[src/rtl/pipe_pkg.sv]
// Shared types and defaults for the pipeline stage register and its users.
package pipe_pkg;

  localparam int unsigned DEF_DATA_W = 16;
  localparam int unsigned DEF_CTRL_W = 10;
  localparam int unsigned DEF_CNT_W  = 16;

  // Control bundle of a squashed/empty slot: every control bit deasserted.
  localparam logic [DEF_CTRL_W-1:0] BUBBLE_CTRL = '0;

  typedef enum logic [1:0] {
    ST_EMPTY = 2'd0,
    ST_FULL  = 2'd1,
    ST_SKID  = 2'd2
  } state_e;

endpackage

[src/rtl/pipe_stage_reg_if.sv]
// Upstream/downstream valid-ready bus of one pipeline stage register.
interface pipe_stage_reg_if
  import pipe_pkg::*;
#(
  parameter int unsigned DATA_W = DEF_DATA_W,
  parameter int unsigned CTRL_W = DEF_CTRL_W
);
  logic              in_valid;
  logic              in_ready;
  logic [DATA_W-1:0] in_data;
  logic [CTRL_W-1:0] in_ctrl;
  logic              out_valid;
  logic              out_ready;
  logic [DATA_W-1:0] out_data;
  logic [CTRL_W-1:0] out_ctrl;

  // Environment side: feeds beats in and consumes beats out.
  modport master (
    output in_valid, in_data, in_ctrl, out_ready,
    input  in_ready, out_valid, out_data, out_ctrl
  );

  // Stage side.
  modport slave (
    input  in_valid, in_data, in_ctrl, out_ready,
    output in_ready, out_valid, out_data, out_ctrl
  );
endinterface

[src/rtl/sat_counter.sv]
// Saturating up-counter with synchronous clear; stops at all-ones, never wraps.
module sat_counter #(
  parameter int unsigned W = 16
) (
  input  logic         clk,
  input  logic         clr,
  input  logic         inc,
  output logic [W-1:0] cnt
);

  always_ff @(posedge clk) begin
    if (clr) begin
      cnt <= '0;
    end else if (inc && (cnt != {W{1'b1}})) begin
      cnt <= cnt + W'(1);
    end
  end

endmodule

[src/rtl/pipe_stage_reg.sv]
// Valid/ready pipeline stage register (IF/ID, ID/EX) with stall, flush and hold counter.
// Define PIPE_SKID_EN for a two-entry skid buffer with registered in_ready.
module pipe_stage_reg
  import pipe_pkg::*;
#(
  parameter int unsigned DATA_W = DEF_DATA_W,
  parameter int unsigned CTRL_W = DEF_CTRL_W,
  parameter int unsigned CNT_W  = DEF_CNT_W
) (
  input  logic             clk,
  input  logic             rst_n,
  input  logic             stall,
  input  logic             flush,
  pipe_stage_reg_if.slave  bus,
  output logic [CNT_W-1:0] hold_cnt
);

  localparam logic [CTRL_W-1:0] BUBBLE = CTRL_W'(BUBBLE_CTRL);

  state_e            state_q, state_d;
  logic              out_valid_q;
  logic [DATA_W-1:0] main_data_q;
  logic [CTRL_W-1:0] main_ctrl_q;
  logic              in_ready_c, accept_c, drain_c, load_main_c, hold_inc_c;
`ifdef PIPE_SKID_EN
  logic [DATA_W-1:0] skid_data_q;
  logic [CTRL_W-1:0] skid_ctrl_q;
  logic              rdy_q, load_skid_c, promote_c;
`endif

  // State register
  always_ff @(posedge clk) begin
    if (!rst_n) state_q <= ST_EMPTY;
    else        state_q <= state_d;
  end

  // Next-state logic; flush squashes everything held
  always_comb begin
    state_d = state_q;
    if (flush) begin
      state_d = ST_EMPTY;
    end else begin
      case (state_q)
        ST_EMPTY: if (accept_c) state_d = ST_FULL;
        ST_FULL: begin
          if (drain_c && !accept_c) state_d = ST_EMPTY;
`ifdef PIPE_SKID_EN
          else if (accept_c && !drain_c) state_d = ST_SKID;
`endif
        end
`ifdef PIPE_SKID_EN
        ST_SKID:  if (drain_c) state_d = ST_FULL;
`else
        ST_SKID:  state_d = ST_EMPTY;
`endif
        default:  state_d = ST_EMPTY;
      endcase
    end
  end

  // Handshake and datapath steering
  always_comb begin
`ifdef PIPE_SKID_EN
    in_ready_c  = rst_n & rdy_q & !stall & !flush;
`else
    in_ready_c  = rst_n & !stall & !flush & (!out_valid_q | bus.out_ready);
`endif
    accept_c    = bus.in_valid & in_ready_c;
    drain_c     = out_valid_q & bus.out_ready;
    load_main_c = accept_c & ((state_q == ST_EMPTY) | drain_c);
    hold_inc_c  = out_valid_q & !bus.out_ready;
`ifdef PIPE_SKID_EN
    load_skid_c = accept_c & (state_q == ST_FULL) & !drain_c;
    promote_c   = drain_c & (state_q == ST_SKID);
`endif
  end

  // Main entry; control collapses to a bubble whenever the stage goes empty
  always_ff @(posedge clk) begin
    if (!rst_n) begin
      out_valid_q <= 1'b0;
      main_data_q <= '0;
      main_ctrl_q <= BUBBLE;
    end else begin
      out_valid_q <= (state_d != ST_EMPTY);
      if (state_d == ST_EMPTY) begin
        main_ctrl_q <= BUBBLE;
      end else if (load_main_c) begin
        main_data_q <= bus.in_data;
        main_ctrl_q <= bus.in_ctrl;
      end
`ifdef PIPE_SKID_EN
      else if (promote_c) begin
        main_data_q <= skid_data_q;
        main_ctrl_q <= skid_ctrl_q;
      end
`endif
    end
  end

`ifdef PIPE_SKID_EN
  // Skid entry and registered ready, low only while the skid slot is occupied
  always_ff @(posedge clk) begin
    if (!rst_n) begin
      skid_data_q <= '0;
      skid_ctrl_q <= BUBBLE;
      rdy_q       <= 1'b1;
    end else begin
      rdy_q <= (state_d != ST_SKID);
      if (load_skid_c) begin
        skid_data_q <= bus.in_data;
        skid_ctrl_q <= bus.in_ctrl;
      end
    end
  end
`endif

  sat_counter #(.W(CNT_W)) u_hold_cnt (
    .clk (clk),
    .clr (!rst_n),
    .inc (hold_inc_c),
    .cnt (hold_cnt)
  );

  assign bus.in_ready  = in_ready_c;
  assign bus.out_valid = out_valid_q;
  assign bus.out_data  = main_data_q;
  assign bus.out_ctrl  = main_ctrl_q;

endmodule

[src/flat_wrapper.sv]
// flat-port wrapper written by rule: the top's interface ports become plain ports
module pipe_stage_reg_flat import pipe_pkg::*;
#(
  parameter int unsigned DATA_W = DEF_DATA_W,
  parameter int unsigned CTRL_W = DEF_CTRL_W,
  parameter int unsigned CNT_W  = DEF_CNT_W
)
  (clk, rst_n, stall, flush, hold_cnt, bus_in_valid, bus_in_data, bus_in_ctrl, bus_out_ready, bus_in_ready, bus_out_valid, bus_out_data, bus_out_ctrl);
  pipe_stage_reg_if #(.DATA_W(DATA_W), .CTRL_W(CTRL_W)) bus_i ();
  input  logic clk;
  input  logic rst_n;
  input  logic stall;
  input  logic flush;
  output logic [CNT_W-1:0] hold_cnt;
  input wire logic [$bits(bus_i.in_valid)-1:0] bus_in_valid;
  input wire logic [$bits(bus_i.in_data)-1:0] bus_in_data;
  input wire logic [$bits(bus_i.in_ctrl)-1:0] bus_in_ctrl;
  input wire logic [$bits(bus_i.out_ready)-1:0] bus_out_ready;
  output wire logic [$bits(bus_i.in_ready)-1:0] bus_in_ready;
  output wire logic [$bits(bus_i.out_valid)-1:0] bus_out_valid;
  output wire logic [$bits(bus_i.out_data)-1:0] bus_out_data;
  output wire logic [$bits(bus_i.out_ctrl)-1:0] bus_out_ctrl;
  assign bus_i.in_valid = bus_in_valid;
  assign bus_i.in_data = bus_in_data;
  assign bus_i.in_ctrl = bus_in_ctrl;
  assign bus_i.out_ready = bus_out_ready;
  assign bus_in_ready = bus_i.in_ready;
  assign bus_out_valid = bus_i.out_valid;
  assign bus_out_data = bus_i.out_data;
  assign bus_out_ctrl = bus_i.out_ctrl;
  pipe_stage_reg #(.DATA_W(DATA_W), .CTRL_W(CTRL_W), .CNT_W(CNT_W)) u_core (.clk(clk), .rst_n(rst_n), .stall(stall), .flush(flush), .bus(bus_i), .hold_cnt(hold_cnt));
endmodule
[config.mk]
export PLATFORM = sky130hd
export DESIGN_NAME = pipe_stage_reg_flat
export DESIGN_NICKNAME = d
export VERILOG_FILES = /design/src/rtl/pipe_pkg.sv /design/src/rtl/pipe_stage_reg_if.sv /design/src/rtl/sat_counter.sv /design/src/rtl/pipe_stage_reg.sv /design/src/flat_wrapper.sv
export SDC_FILE = /design/constraint.sdc
export NUM_CORES = 1
export LEC_CHECK = 0
export CAP_MARGIN = 25
export CELL_PAD_IN_SITES_DETAIL_PLACEMENT = 1
export CELL_PAD_IN_SITES_GLOBAL_PLACEMENT = 2
export CORE_MARGIN = 4
export CORE_UTILIZATION = 27
export CTS_CLUSTER_DIAMETER = 120
export DETAILED_ROUTE_END_ITERATION = 16
export GPL_TIMING_DRIVEN = 1
export PLACE_DENSITY_LB_ADDON = 0.1
export SYNTH_ARGS = -nofsm -noshare
export SYNTH_HDL_FRONTEND = slang
export SYNTH_SLANG_ARGS = --single-unit
[constraint.sdc]
create_clock -name clk -period 4.4 [get_ports clk]
set_input_delay 0.44 -clock clk [delete_from_list [all_inputs] [get_ports clk]]
set_output_delay 0.44 -clock clk [all_outputs]
set_load 0.02 [all_outputs]
==> impl_metrics.toml, run 1 <==
[synth]
yosysSeqAreaShare = 0.472
yosys.area.top_type = "dfxtp_1"
synth_edf_count = 0
synth_nets = 225
ys_async_sr_fraction = 0
synth_commonest_cells = "dfxtp_1 (45), mux2i_1 (32), nor2_1 (30)"
syn_avg_cell_area_sq_um = 9.93
synthCells = 192
yosysTopAreaCellShare = 0.472
synth-warning-count = 0
ys_types = 39
synth_seq_cells = 45
yosysMostFrequentCell = "dfxtp_1"
yosys-top-cells-area = "dfxtp_1 (47%), mux2i_1 (17%), nor2_1 (5.9%), nand2_1 (2.6%), nand2b_1 (2.3%)"
synth-main-ff-cell = "dfxtp_1"
synth_area_sq_um = 1910

[drt]
vias = 1659
drc = 0
routed_wl_microns = 4990
dr.pass1.iters = 4
antenna_left = 0
drt-initial-drc-count = 63
viasPerCell = 4.55
wire_per_inst_microns = 13.7

[timing]
fin_crit_ps = 2700
max_slew_margin = 0.509
fmaxAchievable_mhz = 370
skew_ps = 6.81
finalHoldViolations = 0
slew_violations = 0
finalCritPeriodShare = 0.615
tightest_slew_ps = 734
setup_tns_ps = 0
setup_viol = 0
rsz0062_at_grt = "false"

[power_and_ir_drop]
vdd_drop_max_v = 0.000137
p_leak_nw = 1.21
pwr_density_cell_nw_per_um2 = 287

[die]
core_sq_um = 6830
fp-row-count = 30
die_h_microns = 92.0
ios = 76
dieArea_sq_um = 8470
initial_utilization = 0.279
die_w_microns = 92.0

[placed_design]
routabilityCongestion = 0.667
place.port_buffers = 75
post-dp-hpwl_microns = 3670
postPlaceCellArea_sq_um = 2760

[clock_network]
clock_latency_ps = 300
cts_htree_levels = 2
path_clk_slew_ps = 90
hold_buffers = 0
cts_resized = 0
clkSinkCount = 45
cts_tree = "yes"
cts_setup_buffers = 0
cts_buffers = 5
cts_buffer_depth = 2
root_buffer = "clkbuf_8"

[global_routing]
antenna_found_initial = 0
grt_pass1_vias = 1647
grt_pass1_wl_microns = 8300
grtUsageTotal = 0.122
grt_overflow = 0
grt_max_degree = 25

[setup_path]
cp_max_fo = 10
required_ps = 3960
start_kind = "input pin"
startpoint = "bus_out_ready"
ff2ff_path_depth = 4
worstPathArrival_ps = 2260
crit_end = "bus_in_ready"
critical_path_class = "input pin to output pin"
critPathCaptureType = "output pin"
regToRegStartpoint = "u_core.bus.out_valid$_SDFF_PN0_"
timing.rr.end = "u_core.bus.out_data[15]$_SDFFE_PN0P_"
r2r_setup_slack_ps = 2570

[run_status]
outcome = "completed"

[final_layout]
nNetsFinal = 301
final_util = 0.423
num_antenna_cells = 0
synthToLayoutAreaGrowth_pct = 51.5
drive_above_1_share = 0.0743
postLayoutCellArea_sq_um = 2890

[min_path]
min_path_type = "register to register"

[flow_run]
max_cap_violations = 0
metrics by stage:
stage	power, mW	instances	hold slack (ps)	worst slack (ps)
2_1_floorplan	0.435	192	567	2510
3_3_place_gp	0.470	357	474	1720
3_5_place_dp	0.470	357	487	1670
4_1_cts	0.846	365	507	1660
5_1_grt	0.872	365	546	1510
6_report	0.829	365	499	1700
sequential cells by signal (all words and copies together), names as in the netlist:
name and count:
u_core.state_q 2, u_core.bus.out_data 16, u_core.bus.out_ctrl 10, u_core.u_hold_cnt.cnt 16, u_core.bus.out_valid 1
area by class of cell:
cell class / count / area (sq um)
clock buffer: 5 / 68.8
clock inverter: 3 / 65.1
fill: 805 / 3940
inverter: 4 / 15.0
multi-input combinational: 135 / 953
sequential: 45 / 901
tap: 96 / 120
timing repair buffer: 77 / 766
placed cells by master, fill, tap and decap left out, types with 2 or more instances in the layout:
master	n
or2_2	2
nand4_1	4
or3_1	2
bufinv_16	2
or4_1	2
inv_1	4
clkbuf_8	5
nor4b_1	2
and4bb_1	2
nand4_2	2
mux2i_1	32
nand2b_1	7
o21ai_0	3
dfxtp_1	45
clkdlybuf4s50_1	75
buf_4	2
nor2_1	30
a311oi_1	2
nor3_1	2
a21oi_1	4
and3_1	2
o31ai_1	3
a31oi_1	3
nand2_1	13
nand3_1	3
worst min-delay path by stage:
| stage | startpoint | to | slack [ps] | cells after the start |
|---|---|---|---|---|
| final | u_core.bus.out_ctrl[1]$_SDFFE_PP0P_ | u_core.bus.out_ctrl[1]$_SDFFE_PP0P_ | 500 | 2 |
| after global routing | u_core.bus.out_data[3]$_SDFFE_PN0P_ | u_core.bus.out_data[3]$_SDFFE_PN0P_ | 550 | 2 |
| after CTS | u_core.bus.out_data[8]$_SDFFE_PN0P_ | u_core.bus.out_data[8]$_SDFFE_PN0P_ | 510 | 2 |
| after detailed placement | u_core.bus.out_data[7]$_SDFFE_PN0P_ | u_core.bus.out_data[7]$_SDFFE_PN0P_ | 490 | 2 |
| after global placement | u_core.bus.out_ctrl[2]$_SDFFE_PP0P_ | u_core.bus.out_ctrl[2]$_SDFFE_PP0P_ | 470 | 2 |
| after floorplan | u_core.u_hold_cnt.cnt[15]$_SDFFE_PN0P_ | u_core.u_hold_cnt.cnt[15]$_SDFFE_PN0P_ | 570 | 2 |
kinds of logic (layout without fill, tap and decap cells):
family / after synthesis / in the layout / synth area share
flip-flops: 45 / 45 / 0.472
AND/OR/NAND/NOR: 80 / 80 / 0.247
buffers and inverters: 12 / 89 / 0.0276
multiplexers: 32 / 32 / 0.168
AO/OA/AOI/OAI: 21 / 21 / 0.0761
adder cells (fa/ha/maj): 1 / 1 / 0.00656
other: 1 / 1 / 0.00197
metal layers:
metal | vias to the layer above | GRT usage | routed length (microns)
met5 | - | 0 | 0
li1 | 833 | - | -
met2 | 42 | 0.189 | 2270
met4 | 0 | 0.0297 | 43
met3 | 5 | 0.0533 | 382
met1 | 779 | 0.155 | 2300
critical path, cell delays in order:
cell and delay (ps):
clkdlybuf4s50_1 510, nand2b_1 340, nor4b_1 290, clkdlybuf4s50_1 680
power by group:
part | switching (mW) | internal [mW] | leakage, nW
registers | 0.000910 | 0.409 | 0.363
clock network | 0.144 | 0.226 | 0.0681
logic | 0.0174 | 0.0326 | 0.783
Note: power is estimated with default switching activity, not from simulation.
==> inputs of run 2 (changes only) <==
--- a/config.mk
+++ b/config.mk
@@ -9,7 +9,7 @@
 export CELL_PAD_IN_SITES_DETAIL_PLACEMENT = 1
 export CELL_PAD_IN_SITES_GLOBAL_PLACEMENT = 2
 export CORE_MARGIN = 4
-export CORE_UTILIZATION = 27
+export CORE_UTILIZATION = 25
 export CTS_CLUSTER_DIAMETER = 120
 export DETAILED_ROUTE_END_ITERATION = 16
 export GPL_TIMING_DRIVEN = 1
==> constraint.sdc (replaced) <==
create_clock -name clk -period 2.5 [get_ports clk]
set_input_delay 0.25 -clock clk [delete_from_list [all_inputs] [get_ports clk]]
set_output_delay 0.25 -clock clk [all_outputs]
set_load 0.02 [all_outputs]
==> run 2 against run 1 <==
Utilization shrank 3.2 points; via count grew 0.54%; final cell count grew 1.4%; global-route usage shrank 0.36 points; register-to-register slack lost 1900 ps; routed wire length grew 4.5%; non-clock buffer count grew 3; critical path depth is the same; sequential power grew 76%; first-iteration DRC count shrank 67%; flip-flop and latch count is the same; clock power grew 23%.
==> impl_metrics.toml, run 2 (synthesis gave the netlist of run 1 again) <==
[run_status]
outcome = "completed"

[final_layout]
regArea_sq_um = 901
final_cell_mix = "clkdlybuf4s50_1 (75), dfxtp_1 (45), mux2i_1 (32), nor2_1 (30), nand2_1 (13)"
postLayoutCellArea_sq_um = 2870
num_antenna_cells = 0
synthToLayoutAreaGrowth_pct = 50.4
n_fill_cell = 830
nNetsFinal = 304
multi_input_area_sq_um = 953
drive_above_1_share = 0.0775
final_common_cell = "clkdlybuf4s50_1"

[timing]
finalCritPeriodShare = 0.821
setup_tns_ps = 0
max_slew_margin = 0.562
rsz0062_at_grt = "false"
finalHoldViolations = 0
slew_violations = 0
skew_ps = 6.96
fmaxAchievable_mhz = 487
setup_slack_ps = 448
fin_crit_ps = 2050
tightest_slew_ps = 653
setup_viol = 0

[clock_network]
cts_tree = "yes"
cts_htree_levels = 2
cts_setup_buffers = 0
clkSinkCount = 45
root_buffer = "clkbuf_8"
cts_buffer_depth = 2
hold_buffers = 0
clock_latency_ps = 290
path_clk_slew_ps = 80
cts_buffers = 5
cts_resized = 0

[setup_path]
worstPathArrival_ps = 1800
critical_path_class = "input pin to output pin"
path_buf_inv = 2
crit_cells = 4
regToRegStartpoint = "u_core.u_hold_cnt.cnt[0]$_SDFFE_PN0P_"
critPathCaptureType = "output pin"
max_stage_delay_ps = 670
ff2ff_path_depth = 5
start_kind = "input pin"
path_cells = "clkdlybuf4s50_1 -> nand2b_1 -> nor4b_1 -> clkdlybuf4s50_1"
cp_max_fo = 4
required_ps = 2250
startpoint = "bus_out_ready"
crit_end = "bus_in_ready"
crit_family = "buffers and inverters"
timing.rr.end = "u_core.u_hold_cnt.cnt[6]$_SDFFE_PN0P_"
slowest_stage = "clkdlybuf4s50_1"
critPathMostFrequentCell = "clkdlybuf4s50_1"
r2r_setup_slack_ps = 670

[drt]
highest_layer = "met4"
wire_per_inst_microns = 14.1
vias = 1668
drc = 0
dr.pass1.iters = 3
drt-met1-wl_microns = 2340
drt-initial-drc-count = 21
routed_wl_microns = 5220
wl_met2_microns = 2340
dr_wl_met3_microns = 484
viasPerCell = 4.51
antenna_left = 0

[flow_run]
max_cap_violations = 0

[die]
ios = 76
die_w_microns = 95.3
dieArea_sq_um = 9090
die_h_microns = 95.3
initial_utilization = 0.260
core_sq_um = 7330
fp-row-count = 31

[global_routing]
grtUsageTotal = 0.118
grt_overflow = 0
grt_pass1_vias = 1694
grt_pass1_wl_microns = 8420
antenna_found_initial = 0
grt_max_degree = 25

[power_and_ir_drop]
vdd_drop_max_v = 0.000236
p_leak_nw = 1.20
pwr_density_cell_nw_per_um2 = 441
report.power.total_mw = 1.26

[placed_design]
routabilityCongestion = 0.676
place.port_buffers = 75
post-dp-hpwl_microns = 3860
postPlaceCellArea_sq_um = 2780
dpl_worst_slack_ps = 411

[min_path]
min_path_type = "register to register"
-- run 2: report_power, final --
group          leakage [nW]  switching (mW)  internal, mW  total (mW)
clock                0.0443           0.235         0.220       0.455
sequential            0.363         0.00159         0.719       0.721
combinational         0.796          0.0313        0.0578      0.0892
-- run 2: worst register-to-register path, stage by stage (launching register included) --
cell and delay, ps:
dfxtp_1 400, ha_1 210, and3b_1 240, nand3_1 250, or4_1 530, a21oi_1 140
-- run 2: layout make-up --
type | count | area share
inverters | 4 | 0.00524
flip-flops and latches | 45 | 0.314
clock buffers | 7 | 0.0301
well taps | 99 | 0.0432
multi-input cells | 135 | 0.332
repair buffers | 80 | 0.275
-- run 2: worst min-delay path by stage --
stage | depth (start not counted) | endpoint | slack [ps] | start
2_1_floorplan | 2 | u_core.bus.out_ctrl[0]$_SDFFE_PP0P_ | 390 | bus_in_ctrl[0]
3_3_place_gp | 2 | u_core.bus.out_data[8]$_SDFFE_PN0P_ | 470 | u_core.bus.out_data[8]$_SDFFE_PN0P_
3_5_place_dp | 2 | u_core.bus.out_ctrl[2]$_SDFFE_PP0P_ | 490 | u_core.bus.out_ctrl[2]$_SDFFE_PP0P_
4_1_cts | 2 | u_core.bus.out_data[0]$_SDFFE_PN0P_ | 510 | u_core.bus.out_data[0]$_SDFFE_PN0P_
5_1_grt | 2 | u_core.bus.out_data[0]$_SDFFE_PN0P_ | 530 | u_core.bus.out_data[0]$_SDFFE_PN0P_
6_report | 2 | u_core.bus.out_data[0]$_SDFFE_PN0P_ | 500 | u_core.bus.out_data[0]$_SDFFE_PN0P_
-- run 2: routing by layer --
layer,up-vias,track usage
met5,-,0
met4,0,0.0373
met3,4,0.0529
met2,45,0.180
met1,780,0.149
li1,839,-
-- run 2: stage by stage --
| stage | std cells | hold WS, ps | utilization |
|---|---|---|---|
| after floorplan | 192 | 394 | - |
| after global placement | 363 | 475 | 0.379 |
| after detailed placement | 363 | 488 | 0.379 |
| after CTS | 370 | 511 | 0.391 |
| after global routing | 370 | 526 | 0.391 |
| final | 370 | 500 | 0.391 |
==> inputs of run 3 (changes only) <==
--- a/config.mk
+++ b/config.mk
@@ -9,7 +9,7 @@
 export CELL_PAD_IN_SITES_DETAIL_PLACEMENT = 1
 export CELL_PAD_IN_SITES_GLOBAL_PLACEMENT = 2
 export CORE_MARGIN = 4
-export CORE_UTILIZATION = 25
+export CORE_UTILIZATION = 22
 export CTS_CLUSTER_DIAMETER = 120
 export DETAILED_ROUTE_END_ITERATION = 16
 export GPL_TIMING_DRIVEN = 1
==> constraint.sdc (replaced) <==
create_clock -name clk -period 1.8 [get_ports clk]
set_input_delay 0.18 -clock clk [delete_from_list [all_inputs] [get_ports clk]]
set_output_delay 0.18 -clock clk [all_outputs]
set_load 0.02 [all_outputs]
==> run 3 against run 2 <==
Hold slack lost 20 ps; highest routed layer unchanged; setup slack lost 300 ps; largest cell class unchanged; count of clock-buffer cells in the layout shrank 1; critical endpoint is now u_core.u_hold_cnt.cnt[6]$_SDFFE_PN0P_; largest power group unchanged; flip-flop and latch count stayed put.
==> impl_metrics.toml, run 3 (synthesis gave the netlist of run 1 again) <==
[flow_run]
max_cap_violations = 0

[run_status]
outcome = "completed"

[clock_network]
cts_buffer_depth = 2
clkSinkCount = 45
cts_buffers = 5
cts_setup_buffers = 0
hold_buffers = 0
cts_htree_levels = 2
cts_tree = "yes"
clock_latency_ps = 300
root_buffer = "clkbuf_8"
path_clk_slew_ps = 90

[die]
initial_utilization = 0.229
die_h_microns = 101
ios = 76
core_sq_um = 8340
dieArea_sq_um = 10200
die_w_microns = 101
fp-row-count = 33

[placed_design]
routabilityCongestion = 0.690
dpl_worst_slack_ps = -156
dp_cells = 385
postPlaceCellArea_sq_um = 2950
place.port_buffers = 75
post-dp-hpwl_microns = 4040

[power_and_ir_drop]
report.power.total_mw = 1.94
pwr_density_cell_nw_per_um2 = 632
p_leak_nw = 1.32
vdd_drop_max_v = 0.000272

[global_routing]
grt_pass1_vias = 1845
grt_pass1_wl_microns = 9120
grt_overflow = 0
grtUsageTotal = 0.111
antenna_found_initial = 0
grt_max_degree = 25

[drt]
antenna_left = 0
drt-initial-drc-count = 46
viasPerCell = 4.39
drc = 0
vias = 1725
routed_wl_microns = 5380
wire_per_inst_microns = 13.7
dr.pass1.iters = 4

[timing]
rsz0062_at_grt = "false"
skew_ps = 7.47
fin_crit_ps = 1650
fmaxAchievable_mhz = 607
finalHoldViolations = 0
slew_violations = 0
setup_slack_ps = 153
setup_viol = 0
finalCritPeriodShare = 0.915

[final_layout]
postLayoutCellArea_sq_um = 3080
final_util = 0.369
multi_input_area_sq_um = 963
final_cell_mix = "clkdlybuf4s50_1 (74), dfxtp_1 (45), mux2i_1 (32), nor2_1 (30), buf_4 (18)"
finalNonFillerCells = 393
final_common_cell = "clkdlybuf4s50_1"
synthToLayoutAreaGrowth_pct = 61.3
num_antenna_cells = 0
drive_above_1_share = 0.146
regArea_sq_um = 901
nNetsFinal = 320
n_fill_cell = 962

[setup_path]
r2r_setup_slack_ps = 150
path_cells = "ha_1 -> and3b_2 -> nand3_2 -> or4_1 -> a21oi_2"
start_kind = "register"
max_stage_delay_ps = 520
regToRegStartpoint = "u_core.u_hold_cnt.cnt[0]$_SDFFE_PN0P_"
slowest_stage = "or4_1"
cp_max_fo = 7
required_ps = 2030
worstPathArrival_ps = 1880
critPathCaptureType = "register"
timing.rr.end = "u_core.u_hold_cnt.cnt[6]$_SDFFE_PN0P_"
critical_path_class = "register to register"
ff2ff_path_depth = 5

[min_path]
hold_path_depth = 3
hp-start = "bus_in_ctrl[6]"
min_path_type = "input pin to register"
whs_endpoint = "u_core.bus.out_ctrl[6]$_SDFFE_PP0P_"
[run 3: worst max-delay path, delay by kind of cell (launching register included)]
kind,cells,cell delay (ps)
compound gates,1,150
fa+ha+maj,1,200
flops,1,350
simple gates,3,900
[run 3: worst max path at each step]
stage,from,to,cells past startpoint
6_report,u_core.u_hold_cnt.cnt[0]$_SDFFE_PN0P_,u_core.u_hold_cnt.cnt[6]$_SDFFE_PN0P_,5
5_1_grt,u_core.u_hold_cnt.cnt[0]$_SDFFE_PN0P_,u_core.u_hold_cnt.cnt[3]$_SDFFE_PN0P_,6
4_1_cts,u_core.u_hold_cnt.cnt[0]$_SDFFE_PN0P_,u_core.u_hold_cnt.cnt[6]$_SDFFE_PN0P_,5
3_5_place_dp,bus_out_ready,u_core.u_hold_cnt.cnt[6]$_SDFFE_PN0P_,6
3_3_place_gp,bus_out_ready,u_core.u_hold_cnt.cnt[8]$_SDFFE_PN0P_,6
2_1_floorplan,u_core.u_hold_cnt.cnt[0]$_SDFFE_PN0P_,u_core.u_hold_cnt.cnt[8]$_SDFFE_PN0P_,5
[run 3: per-stage QoR]
| stage | hold WS, ps | setup TNS (ps) |
|---|---|---|
| final | 479 | 0 |
| after floorplan | 324 | 0 |
| after global placement | 477 | -1180 |
| after CTS | 469 | 0 |
| after global routing | 489 | 0 |
| after detailed placement | 487 | -1780 |
[run 3: where the power goes]
part | internal, mW | switching, mW
sequential | 0.999 | 0.00225
combinational | 0.0846 | 0.0461
clock | 0.452 | 0.361
total | 1.54 | 0.409
[run 3: cell type report]
class | count | share of cell area
Inverter | 4 | 0.00488
Tap cell | 105 | 0.0427
Sequential cell | 45 | 0.293
Multi-Input combinational cell | 135 | 0.313
Clock buffer | 6 | 0.0269
Timing Repair Buffer | 96 | 0.307
Clock inverter | 2 | 0.0122
[run 3: layer usage]
layer | routed length (microns) | track usage | share of wire | vias up
met5 | 0 | 0 | 0 | -
met4 | 53 | 0.0307 | 0.0099 | 0
met3 | 320 | 0.0332 | 0.060 | 5
met2 | 2570 | 0.183 | 0.48 | 42
met1 | 2430 | 0.142 | 0.45 | 808
li1 | - | - | - | 870
[run 3: repair_timing]
| item | in CTS | in global routing |
|---|---|---|
| gates cloned | 0 | 0 |
| resized for setup | 1 | 3 |
| endpoints found under the setup margin | 1 | 3 |
